<file path="config.mk">
export PLATFORM = sky130hd
export DESIGN_NAME = cdb_slot_scheduler
export DESIGN_NICKNAME = d
export VERILOG_FILES = /design/src/rtl/cdb_slot_scheduler.sv
export SDC_FILE = /design/constraint.sdc
export NUM_CORES = 1
export LEC_CHECK = 0
export CAP_MARGIN = 5
export CORE_MARGIN = 2
export CORE_UTILIZATION = 40
export DETAILED_ROUTE_END_ITERATION = 12
export DONT_BUFFER_PORTS = 1
export PLACE_DENSITY = 0.67
export SLEW_MARGIN = 40
export SYNTH_ARGS = -nofsm -noshare
export SYNTH_HDL_FRONTEND = slang
export SYNTH_SLANG_ARGS = --single-unit
export TNS_END_PERCENT = 100
</file>
<file path="constraint.sdc">
create_clock -name clk -period 2.2 [get_ports clk]
set_input_delay 0.44 -clock clk [delete_from_list [all_inputs] [get_ports clk]]
set_output_delay 0.44 -clock clk [all_outputs]
set_load 0.05 [all_outputs]
</file>
<file path="src/rtl/cdb_slot_scheduler.sv">
// cdb_slot_scheduler
//   Issues instructions from up to NUM_UNITS queues and drives a single
//   registered Common Data Bus.
//   A shift register of result slots (slot k = the bus owner k cycles from
//   now) reserves the bus cycle in which each unit's result will appear.
//   An issue is granted only if that cycle is still free, so results never
//   collide. Units with equal latency compete for the same slot under
//   round-robin priority.
//
// Ports
//   clk, rst            clock; asynchronous active-high reset
//   ready               queue i holds a ready instruction
//   unit_busy           execution unit i cannot accept an instruction
//   flush               mispredict flush (cancels all reservations)
//   issue               combinational issue grant per queue
//   unit_valid/tag/data/branch/branch_taken
//                       per-unit result presentation (packed)
//   cdb_*               registered CDB result, plus the unit that drove it
//   slot_busy           reservation occupancy (debug)
//   proto_err           sticky flag: missing or unexpected unit result
module cdb_slot_scheduler #(
  parameter int unsigned NUM_UNITS = 4,
  parameter int unsigned MAX_LAT   = 8,
  parameter logic [4*NUM_UNITS-1:0] UNIT_LAT = 16'h2841,
  parameter int unsigned TAG_W     = 6,
  parameter int unsigned DATA_W    = 32,
  localparam int unsigned OWN_W    = (NUM_UNITS > 1) ? $clog2(NUM_UNITS) : 1
) (
  input  logic                        clk,
  input  logic                        rst,
  input  logic [NUM_UNITS-1:0]        ready,
  input  logic [NUM_UNITS-1:0]        unit_busy,
  input  logic                        flush,
  output logic [NUM_UNITS-1:0]        issue,
  input  logic [NUM_UNITS-1:0]        unit_valid,
  input  logic [NUM_UNITS*TAG_W-1:0]  unit_tag,
  input  logic [NUM_UNITS*DATA_W-1:0] unit_data,
  input  logic [NUM_UNITS-1:0]        unit_branch,
  input  logic [NUM_UNITS-1:0]        unit_branch_taken,
  output logic                        cdb_valid,
  output logic [TAG_W-1:0]            cdb_tag,
  output logic [DATA_W-1:0]           cdb_data,
  output logic                        cdb_branch,
  output logic                        cdb_branch_taken,
  output logic [OWN_W-1:0]            cdb_owner,
  output logic [MAX_LAT-1:0]          slot_busy,
  output logic                        proto_err
);

  logic [MAX_LAT-1:0]   slot_valid;
  logic [OWN_W-1:0]     slot_owner [MAX_LAT];
  logic [MAX_LAT-1:0]   nxt_valid;
  logic [OWN_W-1:0]     nxt_owner  [MAX_LAT];
  logic [OWN_W-1:0]     rr_ptr;
  logic [OWN_W-1:0]     rr_nxt;
  logic                 rr_hit;
  logic [NUM_UNITS-1:0] cand;
  logic [NUM_UNITS-1:0] grant;
  logic [NUM_UNITS-1:0] own_mask;
  logic                 sel_valid;
  logic [TAG_W-1:0]     sel_tag;
  logic [DATA_W-1:0]    sel_data;
  logic                 sel_br;
  logic                 sel_tk;
  logic                 err_now;

  function automatic int unsigned lat_of(input int unsigned u);
    logic [4*NUM_UNITS-1:0] v;
    v = UNIT_LAT >> (4 * u);
    return 32'(v[3:0]);
  endfunction

  function automatic logic slot_bit(input logic [MAX_LAT-1:0] v, input int unsigned k);
    logic [MAX_LAT-1:0] s;
    s = v >> k;
    return s[0];
  endfunction

  function automatic logic unit_bit(input logic [NUM_UNITS-1:0] v, input int unsigned k);
    logic [NUM_UNITS-1:0] s;
    s = v >> k;
    return s[0];
  endfunction

  // Distance of unit u from the round-robin pointer (0 = highest priority).
  function automatic int unsigned rot_pos(input int unsigned u, input logic [OWN_W-1:0] rr);
    return (u + NUM_UNITS - 32'(rr)) % NUM_UNITS;
  endfunction

  // Slot L is read before the shift; it becomes slot L-1 at the edge, which
  // is where the grant is written. A slot vacated by the shift is therefore
  // bookable in the same cycle.
  function automatic logic slot_free(input logic [MAX_LAT-1:0] v, input int unsigned l);
    return (l >= MAX_LAT) || !slot_bit(v, l);
  endfunction

  always_comb begin
    cand = '0;
    for (int unsigned i = 0; i < NUM_UNITS; i++)
      cand[i] = ready[i] && !unit_busy[i] && !flush && !rst && slot_free(slot_valid, lat_of(i));
    // Among candidates of equal latency only the one nearest rr_ptr survives.
    grant = cand;
    for (int unsigned i = 0; i < NUM_UNITS; i++)
      for (int unsigned j = 0; j < NUM_UNITS; j++)
        if (j != i && cand[j] && lat_of(j) == lat_of(i) &&
            rot_pos(j, rr_ptr) < rot_pos(i, rr_ptr))
          grant[i] = 1'b0;
  end

  assign issue = grant;

  always_comb begin
    rr_hit = 1'b0;
    rr_nxt = rr_ptr;
    for (int unsigned off = 0; off < NUM_UNITS; off++)
      if (!rr_hit && unit_bit(grant, (32'(rr_ptr) + off) % NUM_UNITS)) begin
        rr_hit = 1'b1;
        rr_nxt = OWN_W'((32'(rr_ptr) + off + 1) % NUM_UNITS);
      end
  end

  // Shifted reservation array with this cycle's grants written in.
  always_comb begin
    nxt_valid = slot_valid >> 1;
    for (int unsigned k = 0; k < MAX_LAT; k++)
      nxt_owner[k] = '0;
    for (int unsigned k = 0; k + 1 < MAX_LAT; k++)
      nxt_owner[k] = slot_owner[k+1];
    for (int unsigned k = 0; k < MAX_LAT; k++)
      for (int unsigned i = 0; i < NUM_UNITS; i++)
        if (grant[i] && lat_of(i) == k + 1) begin
          nxt_valid[k] = 1'b1;
          nxt_owner[k] = OWN_W'(i);
        end
  end

  // Result of the unit that owns the bus this cycle.
  always_comb begin
    own_mask  = '0;
    sel_valid = 1'b0;
    sel_tag   = '0;
    sel_data  = '0;
    sel_br    = 1'b0;
    sel_tk    = 1'b0;
    for (int unsigned i = 0; i < NUM_UNITS; i++)
      if (slot_valid[0] && slot_owner[0] == OWN_W'(i)) begin
        own_mask[i] = 1'b1;
        sel_valid   = unit_valid[i];
        sel_tag     = unit_tag[i*TAG_W +: TAG_W];
        sel_data    = unit_data[i*DATA_W +: DATA_W];
        sel_br      = unit_branch[i];
        sel_tk      = unit_branch_taken[i];
      end
  end

  assign err_now = !flush && ((slot_valid[0] && !sel_valid) || (|(unit_valid & ~own_mask)));

  always_ff @(posedge clk or posedge rst) begin
    if (rst) begin
      slot_valid <= '0;
      for (int unsigned k = 0; k < MAX_LAT; k++)
        slot_owner[k] <= '0;
      rr_ptr           <= '0;
      cdb_valid        <= 1'b0;
      cdb_tag          <= '0;
      cdb_data         <= '0;
      cdb_branch       <= 1'b0;
      cdb_branch_taken <= 1'b0;
      cdb_owner        <= '0;
      proto_err        <= 1'b0;
    end else begin
      if (rr_hit)
        rr_ptr <= rr_nxt;
      slot_valid <= flush ? '0 : nxt_valid;
      slot_owner <= nxt_owner;
      cdb_valid  <= !flush && sel_valid;
      if (!flush && sel_valid) begin
        cdb_tag          <= sel_tag;
        cdb_data         <= sel_data;
        cdb_branch       <= sel_br;
        cdb_branch_taken <= sel_tk;
        cdb_owner        <= slot_owner[0];
      end
      if (err_now)
        proto_err <= 1'b1;
    end
  end

  assign slot_busy = slot_valid;

endmodule

</file>
[Yosys cells after proc, flatten, opt, wreduce, memory -nomap -nowiden]
Index checks and enable logic that the tools add are counted.
Cells by class
  equality and inequality tests: 3
  mux-type cells: 33
  bitwise logic cells: 2
  reductions and logical operators: 35
Operator list (count)
  2-to-1 mux 32 bit: 4
  2-to-1 mux 6 bit: 4
  logical AND 1 bit: 22
  2-to-1 mux 1 bit: 20
  logical NOT 1 bit: 10
  2-to-1 mux 2 bit: 4
  2-to-1 mux 8 bit: 1
  AND 4 bit: 1
  equality test 2 bit (second input constant): 2
  NOT 4 bit: 1
  OR reduction 4 bit: 1
  equality test 2 x 1 -> 1 bit (second input constant): 1
  logical NOT 2 bit: 1
  logical OR 1 bit: 1
Storage, ports and cells
  register bits after elaboration: 68
  input bits: 175
  output and inout bits: 56
  word-level logic and storage cells: 89

[Longest topological paths before layout]
  depth in word-level cells: 10
  mapped depth: 6
  depth with buffers taken out: 4

[Worst setup path after synthesis]
Ideal clock, no wire load.
  path type: input port to output port
  from: input rst
  to: output issue[0]
  data arrival time: 2.304 ns
  required time: 1.760 ns
  setup slack: -0.544 ns
  stages: 2
  cells stage by stage: clkbuf_1 > nor4_1
Between the ends
  cells in the longest elaborated chain, start to end: 3
Ends and longest elaborated chain
  start, declared: line 30  | input logic rst,
  logical NOT 1 bit (no line)
  logical AND 1 bit (2 in series): line 100  | cand[i] = ready[i] && !unit_busy[i] && !flush && !rst && slot_free(slot_valid, lat_of(i));
  end, declared: line 34  | output logic [NUM_UNITS-1:0] issue,
No other way between the ends.

[Worst setup path after layout]
  from: register slot_valid[1] (netlist: slot_busy[1])
  to: output issue[0]
Between the ends
  cells in the longest elaborated chain, start to end: 2
Ends and longest elaborated chain
  start, declared: line 50  | logic [MAX_LAT-1:0] slot_valid;
  start signal, assigned: line 174  | slot_valid <= flush ? '0 : nxt_valid;
  logical NOT 1 bit: line 94  | return (l >= MAX_LAT) || !slot_bit(v, l);
  logical AND 1 bit: line 100
No other way between the ends.

==> report_table.html <==
<table>
<tr><th>Metric</th><th>Value</th></tr>
<tr><th colspan="2">Place</th></tr>
<tr><td>Placed instance count</td><td>approximately 300</td></tr>
<tr><td>Routability congestion estimate</td><td>0.769</td></tr>
<tr><td>Post-DP HPWL</td><td>5.71 mm</td></tr>
<tr><td>Worst setup timing slack at the placement stage</td><td>0.369 ns</td></tr>
<tr><td>Count of buffers inserted at the top-level ports</td><td>0</td></tr>
<tr><td>Placed Area</td><td>0.00351 mm²</td></tr>
<tr><th colspan="2">STA</th></tr>
<tr><td>Worst-margin pin slew</td><td>~0.70 ns</td></tr>
<tr><td>Fmax</td><td>~0.51 GHz</td></tr>
<tr><td>Minimum period implied by the final worst setup slack</td><td>1.95 ns</td></tr>
<tr><td>Worst Skew</td><td>0.0101 ns</td></tr>
<tr><td>Final hold slack</td><td>0.0655 ns</td></tr>
<tr><td>Crit path setup slack, layout</td><td>0.248 ns</td></tr>
<tr><td>Worst-case headroom to the max-slew limit</td><td>53.1%</td></tr>
<tr><td>Total negative slack for setup checks</td><td>0 ns</td></tr>
<tr><td>Max Transition Viols Final</td><td>0</td></tr>
<tr><td>Final clock period utilization by the worst path</td><td>between 80% and 90%</td></tr>
<tr><td># setup viols final</td><td>0</td></tr>
<tr><td>Total count of hold-check failures in the final report</td><td>0</td></tr>
<tr><td>RSZ-0062 raised after global routing</td><td>no</td></tr>
<tr><th colspan="2">Cells and area</th></tr>
<tr><td>Final Instance Area</td><td>0.00369 mm²</td></tr>
<tr><td>Diodes inserted</td><td>0</td></tr>
<tr><td>Commonest cells after routing, fill and taps aside</td><td>62 x dfrtp_1, 41 x mux4_2, 39 x mux2_2</td></tr>
<tr><td>Finished Layout Cells</td><td>318</td></tr>
<tr><td>Ratio of cells with drive above 1 in the final layout</td><td>54.5%</td></tr>
<tr><td>Fin util</td><td>45.2%</td></tr>
<tr><td>Growth of design area from synthesis to finish</td><td>9.82%</td></tr>
<tr><td>Fillers</td><td>731</td></tr>
<tr><td>Nets</td><td>383</td></tr>
<tr><td>Most frequent standard cell in the layout excluding fill and tap cells</td><td>dfrtp_1</td></tr>
<tr><th colspan="2">GRT</th></tr>
<tr><td>Wire length of the first global-routing pass</td><td>~11 mm</td></tr>
<tr><td>Maximum number of pins on one net before global-route repair</td><td>45</td></tr>
<tr><td>Overall global routing resource usage</td><td>16.4%</td></tr>
<tr><td>Initial antenna violation count</td><td>0</td></tr>
<tr><td>Remaining Overflow, GRT</td><td>0</td></tr>
<tr><td>Vias in the first global route</td><td>2088</td></tr>
<tr><th colspan="2">Critical path</th></tr>
<tr><td>WP data arrival</td><td>1.51 ns</td></tr>
<tr><td>CP max stage delay</td><td>0.60 ns</td></tr>
<tr><td>Startpoint kind of the worst setup timing path</td><td>flop</td></tr>
<tr><td>Capturing element type of the critical path</td><td>primary output</td></tr>
<tr><td>Endpoint required time on the critical path</td><td>between 1.5 and 2 ns</td></tr>
<tr><td>Cell with the largest stage delay on the worst path</td><td>dfrtp_1</td></tr>
<tr><td>Category of cells accounting for the largest share of critical-path delay</td><td>flip-flops</td></tr>
<tr><td>Number of cells on the critical path</td><td>2</td></tr>
<tr><td>Count of buffering cells on the critical path with inverters included</td><td>1</td></tr>
<tr><td>Count of cells along the worst register-to-register path</td><td>4</td></tr>
<tr><td>Sequence of cells on the critical path</td><td>nor4_2 -&gt; buf_4</td></tr>
<tr><td>Category of the critical setup timing path</td><td>flop to primary output</td></tr>
<tr><td>Maximum net fanout on the critical path</td><td>3</td></tr>
<tr><th colspan="2">Drt</th></tr>
<tr><td>DR pass1 iterations</td><td>4</td></tr>
<tr><td>Post-route ant nets</td><td>0</td></tr>
<tr><td>Total wirelength of the detailed-routed design</td><td>7.45 mm</td></tr>
<tr><td>Vias after detailed routing</td><td>1898</td></tr>
<tr><td>Wire length per cell</td><td>23.4 µm</td></tr>
<tr><td>Routed via count divided by cell count</td><td>5.97</td></tr>
<tr><td>Initial drt markers</td><td>35</td></tr>
<tr><td>Number of remaining DRC errors</td><td>0</td></tr>
<tr><th colspan="2">Clocking</th></tr>
<tr><td>Latest clock arrival within the worst-skew pair</td><td>0.34 ns</td></tr>
<tr><td>Sink Count</td><td>64</td></tr>
<tr><td>Post-CTS Setup Inserts</td><td>0</td></tr>
<tr><td>CTS tree</td><td>built</td></tr>
<tr><td>Clock Path Buffers</td><td>2</td></tr>
<tr><td>Hold buffers post-CTS</td><td>0</td></tr>
<tr><td>Root buffer cell</td><td>clkbuf_8</td></tr>
<tr><td>Cts bufs inserted</td><td>9</td></tr>
<tr><td>Number of resized instances in the post-cts repair step</td><td>0</td></tr>
<tr><td>Total number of H-tree levels</td><td>3</td></tr>
<tr><td>CTS clk-pin slew, worst paths</td><td>0.08 ns</td></tr>
<tr><th colspan="2">Synthesis</th></tr>
<tr><td>Cell accounting for the most synthesized area</td><td>dfrtp_1</td></tr>
<tr><td>Top area cells in the synthesized netlist</td><td>dfrtp_1 48%, mux4_2 27%, mux2_2 13%</td></tr>
<tr><td>Sequential fraction of the synthesis area</td><td>47.6%</td></tr>
<tr><td>Yosys top cell area share</td><td>47.6%</td></tr>
<tr><td>Syn Inst Count</td><td>205</td></tr>
<tr><td>Number of different library cells in the post-synthesis netlist</td><td>23</td></tr>
<tr><td>Mapped Nets</td><td>380</td></tr>
<tr><td>Flops &amp; latches, synth</td><td>64</td></tr>
<tr><td>Number of warnings issued by yosys</td><td>0</td></tr>
<tr><td>Cell Area, Synth</td><td>0.00336 mm²</td></tr>
<tr><td>Mean cell area of the mapped netlist</td><td>16.4 µm²</td></tr>
<tr><th colspan="2">Min path</th></tr>
<tr><td>Worst min-delay path category</td><td>primary input to asynchronous set/reset pin</td></tr>
<tr><th colspan="2">Floorplanning</th></tr>
<tr><td>Number of rows in the core area</td><td>33</td></tr>
<tr><td>Starting density of the core</td><td>41.2%</td></tr>
<tr><td>Die boundary width</td><td>95.7 µm</td></tr>
<tr><td>Placeable core area</td><td>0.00818 mm²</td></tr>
<tr><td>Total Die Area</td><td>around 0.009 mm²</td></tr>
<tr><td>Die height</td><td>95.7 µm</td></tr>
<tr><td>Number of top-level pins</td><td>231</td></tr>
<tr><th colspan="2">Power and ir drop</th></tr>
<tr><td>Cell area power density</td><td>1050 mW/mm²</td></tr>
<tr><td>Maximum resistive drop on vdd</td><td>0.000528 V</td></tr>
<tr><td>Static Leak</td><td>1.51 nW</td></tr>
<tr><td>Overall power of the completed layout</td><td>3.88 mW</td></tr>
<tr><th colspan="2">Outcome</th></tr>
<tr><td>Outcome</td><td>completed</td></tr>
<tr><th colspan="2">Flow run</th></tr>
<tr><td>Max_cap viols</td><td>0</td></tr>
</table>
-- metal layers --
layer | wire (µm) | part of all wire (%) | track usage (%) | vias to the layer above
met4 | 97 | 1.3 | 6.31 | 0
li1 | - | - | - | 793
met1 | 2620 | 35 | 18.5 | 981
met5 | 0 | 0 | 0 | -
met2 | 3830 | 51 | 27.0 | 115
met3 | 902 | 12 | 7.91 | 9
-- kinds of logic after synthesis --
| kind of cell | after synthesis | share of synthesized area [%] |
|---|---|---|
| multiplexers | 84 | 41.8 |
| buffers and inverters | 21 | 4.31 |
| flip-flops | 64 | 47.6 |
| AND/OR/NAND/NOR | 32 | 5.58 |
| AO/OA/AOI/OAI | 4 | 0.744 |
-- synth_stat cells (all sizes together) --
cell type   n
clkbuf      6
mux4       41
nor2b       8
o21bai      1
nor4b       2
buf        12
or2         2
nand3b      1
o21ai       1
dfrtp      64
nor4        3
mux2       41
mux2i       2
inv         3
nand2b      3
a31oi       2
nor3        1
nor2       11
nand2       1
-- power by group --
part / switching, mW / internal, mW / leakage, nW
logic: 0.161 / 0.306 / 0.597
registers: 1.06 / 1.41 / 0.818
clock network: 0.481 / 0.455 / 0.0939
total: 1.71 / 2.17 / 1.51
-- final cells by class --
cell class	count	area, µm²	area share, %
Multi-Input combinational cell	120	1640	44.5
Sequential cell	64	1600	43.4
Clock buffer	10	138	3.73
Tap cell	105	131	3.56
Timing Repair Buffer	10	113	3.05
Clock inverter	6	51.3	1.39
Inverter	3	15.0	0.406
-- final timing paths --
path / start / to / slack (ns)
worst max-delay path: slot_busy[1] / issue[0] / 0.25
worst min-delay path: rst / slot_owner[10] / 0.07
worst max register to register: slot_owner[14] / cdb_tag[3] / 0.37
worst min register to register: nxt_owner[5] / nxt_owner[7] / 0.35
max in group asynchronous: rst / cdb_data[27] / 1.53
min in group clk: flush / slot_busy[2] / 0.15
-- state kept, by name, indices dropped and copies added, names as in the netlist --
name	count
cdb_branch	1
cdb_branch_taken	1
cdb_data	32
slot_busy	8
cdb_valid	1
cdb_tag	6
cdb_owner	2
nxt_owner	5
slot_owner	7
proto_err	1
Power figures use the tool's default switching activity.
